==> config.mk <==
export PLATFORM = sky130hd
export DESIGN_NAME = cpuid_leaf_fetch_flat
export DESIGN_NICKNAME = d
export VERILOG_FILES = /design/src/rtl/cpuid_leaf_fetch_pkg.sv /design/src/rtl/csr_if.sv /design/src/rtl/cpuid_leaf_fetch.sv /design/src/flat_wrapper.sv
export SDC_FILE = /design/constraint.sdc
export NUM_CORES = 1
export LEC_CHECK = 0
export CAP_MARGIN = 20
export CORE_ASPECT_RATIO = 1.4
export CORE_MARGIN = 1
export CORE_UTILIZATION = 30
export CTS_BUF_LIST = sky130_fd_sc_hd__clkbuf_8
export DETAILED_ROUTE_END_ITERATION = 12
export DONT_BUFFER_PORTS = 1
export GPL_ROUTABILITY_DRIVEN = 0
export HOLD_SLACK_MARGIN = 0.02
export PLACE_DENSITY = 0.55
export SYNTH_ARGS = -nofsm -noshare
export SYNTH_HDL_FRONTEND = slang
export SYNTH_SLANG_ARGS = --single-unit
==> constraint.sdc <==
create_clock -name clk -period 13.57 [get_ports clk]
set_clock_uncertainty 0.15 [all_clocks]
set_input_delay 2.714 -clock clk [delete_from_list [all_inputs] [get_ports clk]]
set_output_delay 2.714 -clock clk [all_outputs]
set_load 0.005 [all_outputs]
==> src/rtl/cpuid_leaf_fetch_pkg.sv <==
// Shared capability-ROM window register map and helpers for the leaf fetch master.
package cpuid_leaf_fetch_pkg;

  localparam int CARBON_CAPROM_REG_INDEX = 0;
  localparam int CARBON_CAPROM_REG_DATA0 = 1;
  localparam int CARBON_CAPROM_REG_DATA1 = 2;
  localparam int CARBON_CAPROM_REG_DATA2 = 3;
  localparam int CARBON_CAPROM_REG_DATA3 = 4;

  localparam int CAPROM_WORDS = 4;

  function automatic int unsigned caprom_data_off(input logic [1:0] k);
    return int'(CARBON_CAPROM_REG_DATA0) + int'(k);
  endfunction

endpackage

==> src/rtl/csr_if.sv <==
// Single-outstanding CSR request/response bus used between fabric masters and slaves.
interface csr_if #(
  parameter int ADDR_W = 32,
  parameter int DATA_W = 32
);
  logic              req_valid;
  logic              req_ready;
  logic [ADDR_W-1:0] req_addr;
  logic              req_write;
  logic [DATA_W-1:0] req_wdata;
  logic              rsp_valid;
  logic              rsp_ready;
  logic [DATA_W-1:0] rsp_rdata;
  logic              rsp_fault;

  modport master (
    output req_valid, req_addr, req_write, req_wdata, rsp_ready,
    input  req_ready, rsp_valid, rsp_rdata, rsp_fault
  );

  modport slave (
    input  req_valid, req_addr, req_write, req_wdata, rsp_ready,
    output req_ready, rsp_valid, rsp_rdata, rsp_fault
  );
endinterface

==> src/rtl/cpuid_leaf_fetch.sv <==
// CPUID leaf fetch: writes the ROM window INDEX, reads DATA0..DATA3, and keeps a
// one-entry cache of the last cleanly fetched leaf.
module cpuid_leaf_fetch
  import cpuid_leaf_fetch_pkg::*;
#(
  parameter int                ADDR_W         = 32,
  parameter int                DATA_W         = 32,
  parameter logic [ADDR_W-1:0] BASE_ADDR      = '0,
  parameter int                TIMEOUT_CYCLES = 256,
  parameter bit                CACHE_EN       = 1'b1
) (
  input  logic              clk,
  input  logic              rst_n,
  input  logic              flush,
  input  logic              q_valid,
  output logic              q_ready,
  input  logic [31:0]       q_leaf,
  output logic              r_valid,
  input  logic              r_ready,
  output logic [DATA_W-1:0] r_word [CAPROM_WORDS],
  output logic              r_fault,
  output logic              r_hit,
  csr_if.master             csr
);

  typedef enum logic [2:0] {
    S_IDLE, S_WIDX, S_WRSP, S_RREQ, S_RRSP, S_FAULT, S_DONE
  } state_t;

  localparam int TW = (TIMEOUT_CYCLES > 1) ? $clog2(TIMEOUT_CYCLES) : 1;

  state_t            state_q, state_d;
  logic [1:0]        k_q;
  logic [TW-1:0]     tmo_q;
  logic              cache_vld, fill_ok;
  logic [31:0]       cache_leaf;
  logic [DATA_W-1:0] cache_word [CAPROM_WORDS];
  logic [DATA_W-1:0] leaf_q;

  logic accept, hit_now, in_wait, tmo_hit, rd_ok, fill_now;

  assign accept   = (state_q == S_IDLE) && q_valid;
  assign hit_now  = CACHE_EN && cache_vld && (q_leaf == cache_leaf) && !flush;
  assign in_wait  = (state_q == S_WRSP) || (state_q == S_RRSP);
  assign tmo_hit  = (TIMEOUT_CYCLES != 0) && (tmo_q == TW'(TIMEOUT_CYCLES - 1));
  assign rd_ok    = (state_q == S_RRSP) && csr.rsp_valid && !csr.rsp_fault;
  assign fill_now = rd_ok && (k_q == 2'd3) && CACHE_EN && fill_ok && !flush;

  always_ff @(posedge clk or negedge rst_n) begin
    if (!rst_n) state_q <= S_IDLE;
    else        state_q <= state_d;
  end

  always_comb begin
    state_d = state_q;
    unique case (state_q)
      S_IDLE:  if (q_valid) state_d = hit_now ? S_DONE : S_WIDX;
      S_WIDX:  if (csr.req_ready) state_d = S_WRSP;
      S_WRSP: begin
        if (csr.rsp_valid)  state_d = csr.rsp_fault ? S_FAULT : S_RREQ;
        else if (tmo_hit)   state_d = S_FAULT;
      end
      S_RREQ:  if (csr.req_ready) state_d = S_RRSP;
      S_RRSP: begin
        if (csr.rsp_valid) begin
          if (csr.rsp_fault)      state_d = S_FAULT;
          else if (k_q == 2'd3)   state_d = S_DONE;
          else                    state_d = S_RREQ;
        end else if (tmo_hit) begin
          state_d = S_FAULT;
        end
      end
      S_FAULT: state_d = S_DONE;
      S_DONE:  if (r_ready) state_d = S_IDLE;
      default: state_d = S_IDLE;
    endcase
  end

  // Unread words are cleared at accept so a fault leaves them at zero.
  always_ff @(posedge clk or negedge rst_n) begin
    if (!rst_n) begin
      k_q       <= '0;
      tmo_q     <= '0;
      cache_vld <= 1'b0;
      fill_ok   <= 1'b0;
      r_fault   <= 1'b0;
      r_hit     <= 1'b0;
      for (int i = 0; i < CAPROM_WORDS; i++) r_word[i] <= '0;
    end else begin
      tmo_q <= in_wait ? tmo_q + 1'b1 : '0;
      if (accept) begin
        k_q     <= '0;
        fill_ok <= 1'b1;
        r_fault <= 1'b0;
        r_hit   <= hit_now;
        for (int i = 0; i < CAPROM_WORDS; i++) r_word[i] <= hit_now ? cache_word[i] : '0;
      end
      if (rd_ok) begin
        r_word[k_q] <= csr.rsp_rdata;
        if (k_q != 2'd3) k_q <= k_q + 2'd1;
      end
      if (state_d == S_FAULT) begin
        r_fault <= 1'b1;
        r_hit   <= 1'b0;
      end
      if (fill_now) cache_vld <= 1'b1;
      if (flush) begin
        cache_vld <= 1'b0;
        fill_ok   <= 1'b0;
      end
    end
  end

  always_ff @(posedge clk) begin
    if (accept) leaf_q <= q_leaf;
    if (fill_now) begin
      cache_leaf <= leaf_q;
      for (int i = 0; i < CAPROM_WORDS - 1; i++) cache_word[i] <= r_word[i];
      cache_word[CAPROM_WORDS-1] <= csr.rsp_rdata;
    end
  end

  assign q_ready       = (state_q == S_IDLE);
  assign r_valid       = (state_q == S_DONE);
  assign csr.req_valid = (state_q == S_WIDX) || (state_q == S_RREQ);
  assign csr.req_write = (state_q == S_WIDX);
  assign csr.req_addr  = (state_q == S_WIDX)
                       ? BASE_ADDR + ADDR_W'(CARBON_CAPROM_REG_INDEX)
                       : BASE_ADDR + ADDR_W'(caprom_data_off(k_q));
  assign csr.req_wdata = (state_q == S_WIDX) ? leaf_q : '0;
  assign csr.rsp_ready = 1'b1;

endmodule
==> src/flat_wrapper.sv <==
// flat-port wrapper written by rule: the top's interface ports become plain ports
module cpuid_leaf_fetch_flat import cpuid_leaf_fetch_pkg::*;
#(
  parameter int                ADDR_W         = 32,
  parameter int                DATA_W         = 32,
  parameter logic [ADDR_W-1:0] BASE_ADDR      = '0,
  parameter int                TIMEOUT_CYCLES = 256,
  parameter bit                CACHE_EN       = 1'b1
)
  (clk, rst_n, flush, q_valid, q_ready, q_leaf, r_valid, r_ready, r_word, r_fault, r_hit, csr_req_valid, csr_req_addr, csr_req_write, csr_req_wdata, csr_rsp_ready, csr_req_ready, csr_rsp_valid, csr_rsp_rdata, csr_rsp_fault);
  csr_if #(.ADDR_W(ADDR_W), .DATA_W(DATA_W)) csr_i ();
  input  logic clk;
  input  logic rst_n;
  input  logic flush;
  input  logic q_valid;
  output logic q_ready;
  input  logic [31:0] q_leaf;
  output logic r_valid;
  input  logic r_ready;
  output logic [DATA_W-1:0] r_word[CAPROM_WORDS];
  output logic r_fault;
  output logic r_hit;
  output wire logic [$bits(csr_i.req_valid)-1:0] csr_req_valid;
  output wire logic [$bits(csr_i.req_addr)-1:0] csr_req_addr;
  output wire logic [$bits(csr_i.req_write)-1:0] csr_req_write;
  output wire logic [$bits(csr_i.req_wdata)-1:0] csr_req_wdata;
  output wire logic [$bits(csr_i.rsp_ready)-1:0] csr_rsp_ready;
  input wire logic [$bits(csr_i.req_ready)-1:0] csr_req_ready;
  input wire logic [$bits(csr_i.rsp_valid)-1:0] csr_rsp_valid;
  input wire logic [$bits(csr_i.rsp_rdata)-1:0] csr_rsp_rdata;
  input wire logic [$bits(csr_i.rsp_fault)-1:0] csr_rsp_fault;
  assign csr_req_valid = csr_i.req_valid;
  assign csr_req_addr = csr_i.req_addr;
  assign csr_req_write = csr_i.req_write;
  assign csr_req_wdata = csr_i.req_wdata;
  assign csr_rsp_ready = csr_i.rsp_ready;
  assign csr_i.req_ready = csr_req_ready;
  assign csr_i.rsp_valid = csr_rsp_valid;
  assign csr_i.rsp_rdata = csr_rsp_rdata;
  assign csr_i.rsp_fault = csr_rsp_fault;
  cpuid_leaf_fetch #(.ADDR_W(ADDR_W), .DATA_W(DATA_W), .BASE_ADDR(BASE_ADDR), .TIMEOUT_CYCLES(TIMEOUT_CYCLES), .CACHE_EN(CACHE_EN)) u_core (.clk(clk), .rst_n(rst_n), .flush(flush), .q_valid(q_valid), .q_ready(q_ready), .q_leaf(q_leaf), .r_valid(r_valid), .r_ready(r_ready), .r_word(r_word), .r_fault(r_fault), .r_hit(r_hit), .csr(csr_i));
endmodule
==> results.txt <==
The run finished with clean final reports. After floorplanning, the core was sized to cover 0.0452 mm^2. The tools report the number of synthesis warnings as 0.

The tools report the capture instance of the worst register-to-register path as u_core.cache_word[1][22]. STA puts the critical path data required time at 13.66 ns. The tools report the sequential share of the synthesized area as 0.679. For the final wirelength, the log shows 37.4 mm.

The logs give 44 for the count of unique library cells instantiated by Yosys and 3 for the number of buffers between clock root and the deepest sink. The final critical-path share of the clock period is 0.411. The pre-antenna-repair detailed-routing pass consisted of 7 iterations. In this run, synthesis inferred 192 flip-flops with an integrated enable. In this run the count of I/O pins placed on the die edge is 271.

After detailed routing, the number of remaining DRC violations is 0. Along the worst path, the maximum fanout reaches 68. Before CTS, the worst setup slack after placement is 7.31 ns. Post-CTS timing repair inserted 0 buffers for setup.

In this design, the stage delay of the slowest critical-path cell is 0.85 ns. The tools report the overall die area as 0.0470 mm^2. Most common cell type on the critical path: sky130_fd_sc_hd__buf_4. Setup repair after global routing left no endpoint under its margin. Worst relative slew slack: 0.275.

Counting I/O delays and the setup requirement, the final critical path takes 5.58 ns. The worst setup path is captured at a flip-flop. In this run the vertical extent of the chip is 256 um.

The final setup TNS is 0 ns, and the worst-case setup margin in the final layout is 7.99 ns. The mean area per synthesized cell is 12.3 um^2. The analysis attributes to cell leakage a power of 6.66 nW. The tool flagged a number of max-cap violations equal to 0. The final route contains 8651 vias.

Counting both buffers and inverters, the worst setup path holds a total of 3. The power share of the clock group came out at 0.361. Once the clock tree was built, the resizer swapped 0 gates to a different size. The half-perimeter wire length of the detailed placement result was 22.3 mm; the layout cell share with drive strength beyond 1 was 0.0901.

Broken down by cell family, the worst path's largest delay share belongs to buffers and inverters. Using the TritonRoute via totals, the vias-per-cell ratio works out to 4.87. Walking the worst path, the cells encountered are nor2b_1 -> buf_4 -> nand3b_4 -> nor2_4 -> buf_4 -> nand2_1 -> nor2_4 -> buf_4. Cell internal power was estimated by the tool at 0.00168 W.

The clock reaches the later pin of the worst-skew pair after 0.63 ns. The number of buffer cells added on primary ports works out to 0. The critical path runs through a total of 8 cells. For the sequential fraction of design power, the log shows 0.529.

The H-tree depth was 2; the wire length of the first global-routing pass was 56.2 mm. The effective utilization at floorplan was 0.306. TritonCTS created 54 clock buffers. After the last flow step, the layout net total stands at 1198. The tools report the number of slew-limit violations in the final report as 0. Type of the worst setup path: primary input to flip-flop. Synthesis inferred 337 register bits.

The slowest stage of the critical path belongs to the cell sky130_fd_sc_hd__buf_4. Tracing the worst setup path back leads to its startpoint at csr_rsp_valid. The tools report the antenna violation net count after detailed routing as 0. After detailed routing, the average wire length per cell comes to 21.0 um.

The end point of the critical path is u_core.cache_word[1][22]. The hold violation count in the final report came out at 0. The via count of the first global-routing pass was 8639.

The tools report the number of hold buffers added after CTS as 0. STA classifies the critical path startpoint as a primary input. Remaining global-route overflow: 0.

The startpoint identified for the worst register-to-register timing path is u_core.state_q[2]. The register-to-register path setup slack is 9.27 ns. Compared with the post-synthesis result, the final layout area differs by 10.7%. The row count was 92; the cell area power density was 152 mW/mm^2. The die is 183 um wide.

The post-synthesis instance total was 1126. The run gives 0.158 as the overall fraction of global-route tracks in use. The actual transition at the worst max-transition pin is 1.08 ns. In the synthesized netlist the dominant register cell turns out to be sky130_fd_sc_hd__edfxtp_1. The cell sitting at the root of the clock tree is a sky130_fd_sc_hd__clkbuf_8. The clock drives 337 sinks. The post-synthesis instance area is 0.0138 mm^2. For the arrival time reported for the critical path endpoint, the log shows 5.67 ns. Entering global routing, the biggest net connects 146 pins.

The number of antenna violations at the first check in global routing was 1. Across the VDD grid, the largest voltage drop is 0.0000869 V. Summed over all nets, the switching power comes to 0.000651 W. Depth of the worst register-to-register path: 7.

The share of flip-flops with an asynchronous set or reset is 0.430, and the highest clock rate is 179 MHz. Setup violations remaining at the end of the flow were counted as 0. The proportion of total power due to net switching was 0.279; the logic gate share of total power was 0.110. The detailed router finished its first iteration with 645 violations. TritonCTS built the clock tree.

Worst min-delay path category: flip-flop to flip-flop. Clock-pin slew was measured on the worst setup and hold paths at 0.06 ns.
registers in the layout, summed over array words and instances, names as in the netlist:
signal and count:
u_core.cache_word 128, u_core.r_hit 1, u_core.fill_ok 1, u_core.r_word 128, u_core.k_q 2, u_core.tmo_q 8
u_core.r_fault 1, u_core.cache_vld 1, u_core.state_q 3, u_core.cache_leaf 32, u_core.leaf_q 32
synth_stat cells, types with 2 or more instances:
| cell type | instances | share of area |
|---|---|---|
| sky130_fd_sc_hd__nor2b_1 | 5 | 0.0023 |
| sky130_fd_sc_hd__buf_2 | 13 | 0.0047 |
| sky130_fd_sc_hd__o21ai_0 | 21 | 0.0076 |
| sky130_fd_sc_hd__nand2b_1 | 2 | 0.00090 |
| sky130_fd_sc_hd__a21oi_1 | 134 | 0.049 |
| sky130_fd_sc_hd__nand4b_4 | 4 | 0.0069 |
| sky130_fd_sc_hd__xor2_1 | 4 | 0.0025 |
| sky130_fd_sc_hd__buf_1 | 6 | 0.0016 |
| sky130_fd_sc_hd__dfrtp_1 | 145 | 0.26 |
| sky130_fd_sc_hd__and2_1 | 34 | 0.015 |
| sky130_fd_sc_hd__inv_1 | 10 | 0.0027 |
| sky130_fd_sc_hd__nand2_1 | 136 | 0.037 |
| sky130_fd_sc_hd__and4_1 | 2 | 0.0013 |
| sky130_fd_sc_hd__buf_4 | 32 | 0.017 |
| sky130_fd_sc_hd__nor2_4 | 4 | 0.0033 |
| sky130_fd_sc_hd__edfxtp_1 | 192 | 0.42 |
| sky130_fd_sc_hd__nand3_1 | 6 | 0.0022 |
| sky130_fd_sc_hd__buf_6 | 11 | 0.0090 |
| sky130_fd_sc_hd__mux2i_1 | 2 | 0.0014 |
| sky130_fd_sc_hd__o21ai_1 | 110 | 0.040 |
| sky130_fd_sc_hd__and3_1 | 129 | 0.058 |
| sky130_fd_sc_hd__ha_1 | 5 | 0.0045 |
| sky130_fd_sc_hd__nor2_1 | 18 | 0.0049 |
| sky130_fd_sc_hd__xnor2_1 | 34 | 0.022 |
| sky130_fd_sc_hd__conb_1 | 2 | 0.00054 |
| sky130_fd_sc_hd__a21o_1 | 2 | 0.0011 |
| sky130_fd_sc_hd__clkbuf_1 | 39 | 0.011 |
| sky130_fd_sc_hd__nand4_1 | 8 | 0.0036 |
power groups by stage:
stage	registers, W	clock network (W)	logic (W)
after floorplan	0.00122	0	0.000203
after global placement	0.00125	0	0.000247
after detailed placement	0.00125	0	0.000259
after CTS	0.00123	0.000876	0.000260
after global routing	0.00124	0.000916	0.000286
final	0.00123	0.000842	0.000256
metal layers:
| metal | GRT usage | vias to the layer above | wire (um) |
|---|---|---|---|
| met2 | 0.256 | 341 | 17900 |
| met3 | 0.0596 | 66 | 3480 |
| li1 | - | 3956 | - |
| met5 | 0 | - | 0 |
| met1 | 0.191 | 4288 | 15000 |
| met4 | 0.0572 | 0 | 1050 |
cell type report:
type	count	area [um^2]
Antenna cell	2	5.00
Clock buffer	60	826
Clock inverter	40	201
Fill cell	4496	29900
Inverter	10	37.5
Multi-Input combinational cell	706	3930
Sequential cell	337	9390
Tap cell	611	764
Timing Repair Buffer	12	143
per-stage QoR:
step	instances	util	total power, W	area (um^2)	hold slack (ns)
floorplan	1154	-	0.00142	13900	0.267
global placement	1673	0.314	0.00150	14200	0.275
detailed placement	1676	0.315	0.00151	14300	0.275
CTS	1776	0.338	0.00237	15300	0.286
global route	1777	0.338	0.00245	15300	0.299
finish	1778	0.338	0.00233	15300	0.283
cell usage in the layout (no fill, tap or decap), types with 4 or more instances in the layout:
| master | netlist | layout |
|---|---|---|
| sky130_fd_sc_hd__a21oi_1 | 134 | 134 |
| sky130_fd_sc_hd__and2_1 | 34 | 34 |
| sky130_fd_sc_hd__and3_1 | 129 | 129 |
| sky130_fd_sc_hd__buf_4 | 32 | 9 |
| sky130_fd_sc_hd__clkbuf_8 | 0 | 60 |
| sky130_fd_sc_hd__clkinv_2 | 0 | 10 |
| sky130_fd_sc_hd__conb_1 | 2 | 30 |
| sky130_fd_sc_hd__dfrtp_1 | 145 | 145 |
| sky130_fd_sc_hd__edfxtp_1 | 192 | 192 |
| sky130_fd_sc_hd__ha_1 | 5 | 5 |
| sky130_fd_sc_hd__inv_1 | 10 | 34 |
| sky130_fd_sc_hd__nand2_1 | 136 | 135 |
| sky130_fd_sc_hd__nand3_1 | 6 | 6 |
| sky130_fd_sc_hd__nand4_1 | 8 | 8 |
| sky130_fd_sc_hd__nand4b_4 | 4 | 4 |
| sky130_fd_sc_hd__nor2_1 | 18 | 16 |
| sky130_fd_sc_hd__nor2_4 | 4 | 5 |
| sky130_fd_sc_hd__nor2b_1 | 5 | 5 |
| sky130_fd_sc_hd__o21ai_0 | 21 | 21 |
| sky130_fd_sc_hd__o21ai_1 | 110 | 110 |
| sky130_fd_sc_hd__xnor2_1 | 34 | 34 |
| sky130_fd_sc_hd__xor2_1 | 4 | 4 |
kinds of logic (layout without fill, tap and decap cells):
group                      count (synthesis)  after routing  share of synthesized area
adders and majority gates                  5              5                    0.00452
muxes                                      3              3                    0.00226
DFF                                      337            337                      0.679
buffers and inverters                    111            122                     0.0460
other                                      2             32                   0.000543
xor gates and xnor gates                  38             38                     0.0241
AOI/OAI and AO/OA                        273            273                      0.101
and+or+nand+nor                          357            357                      0.143
worst min-delay path by stage:
stage | startpoint | cells past startpoint | slack (ns) | endpoint
3_5_place_dp | u_core.leaf_q[15] | 0 | 0.28 | u_core.cache_leaf[15]
4_1_cts | u_core.leaf_q[31] | 0 | 0.29 | u_core.cache_leaf[31]
2_1_floorplan | u_core.leaf_q[0] | 0 | 0.27 | u_core.cache_leaf[0]
3_3_place_gp | u_core.leaf_q[23] | 0 | 0.28 | u_core.cache_leaf[23]
5_1_grt | u_core.leaf_q[15] | 0 | 0.30 | u_core.cache_leaf[15]
6_report | u_core.leaf_q[31] | 0 | 0.28 | u_core.cache_leaf[31]
Note: power is estimated with default switching activity, not from simulation.
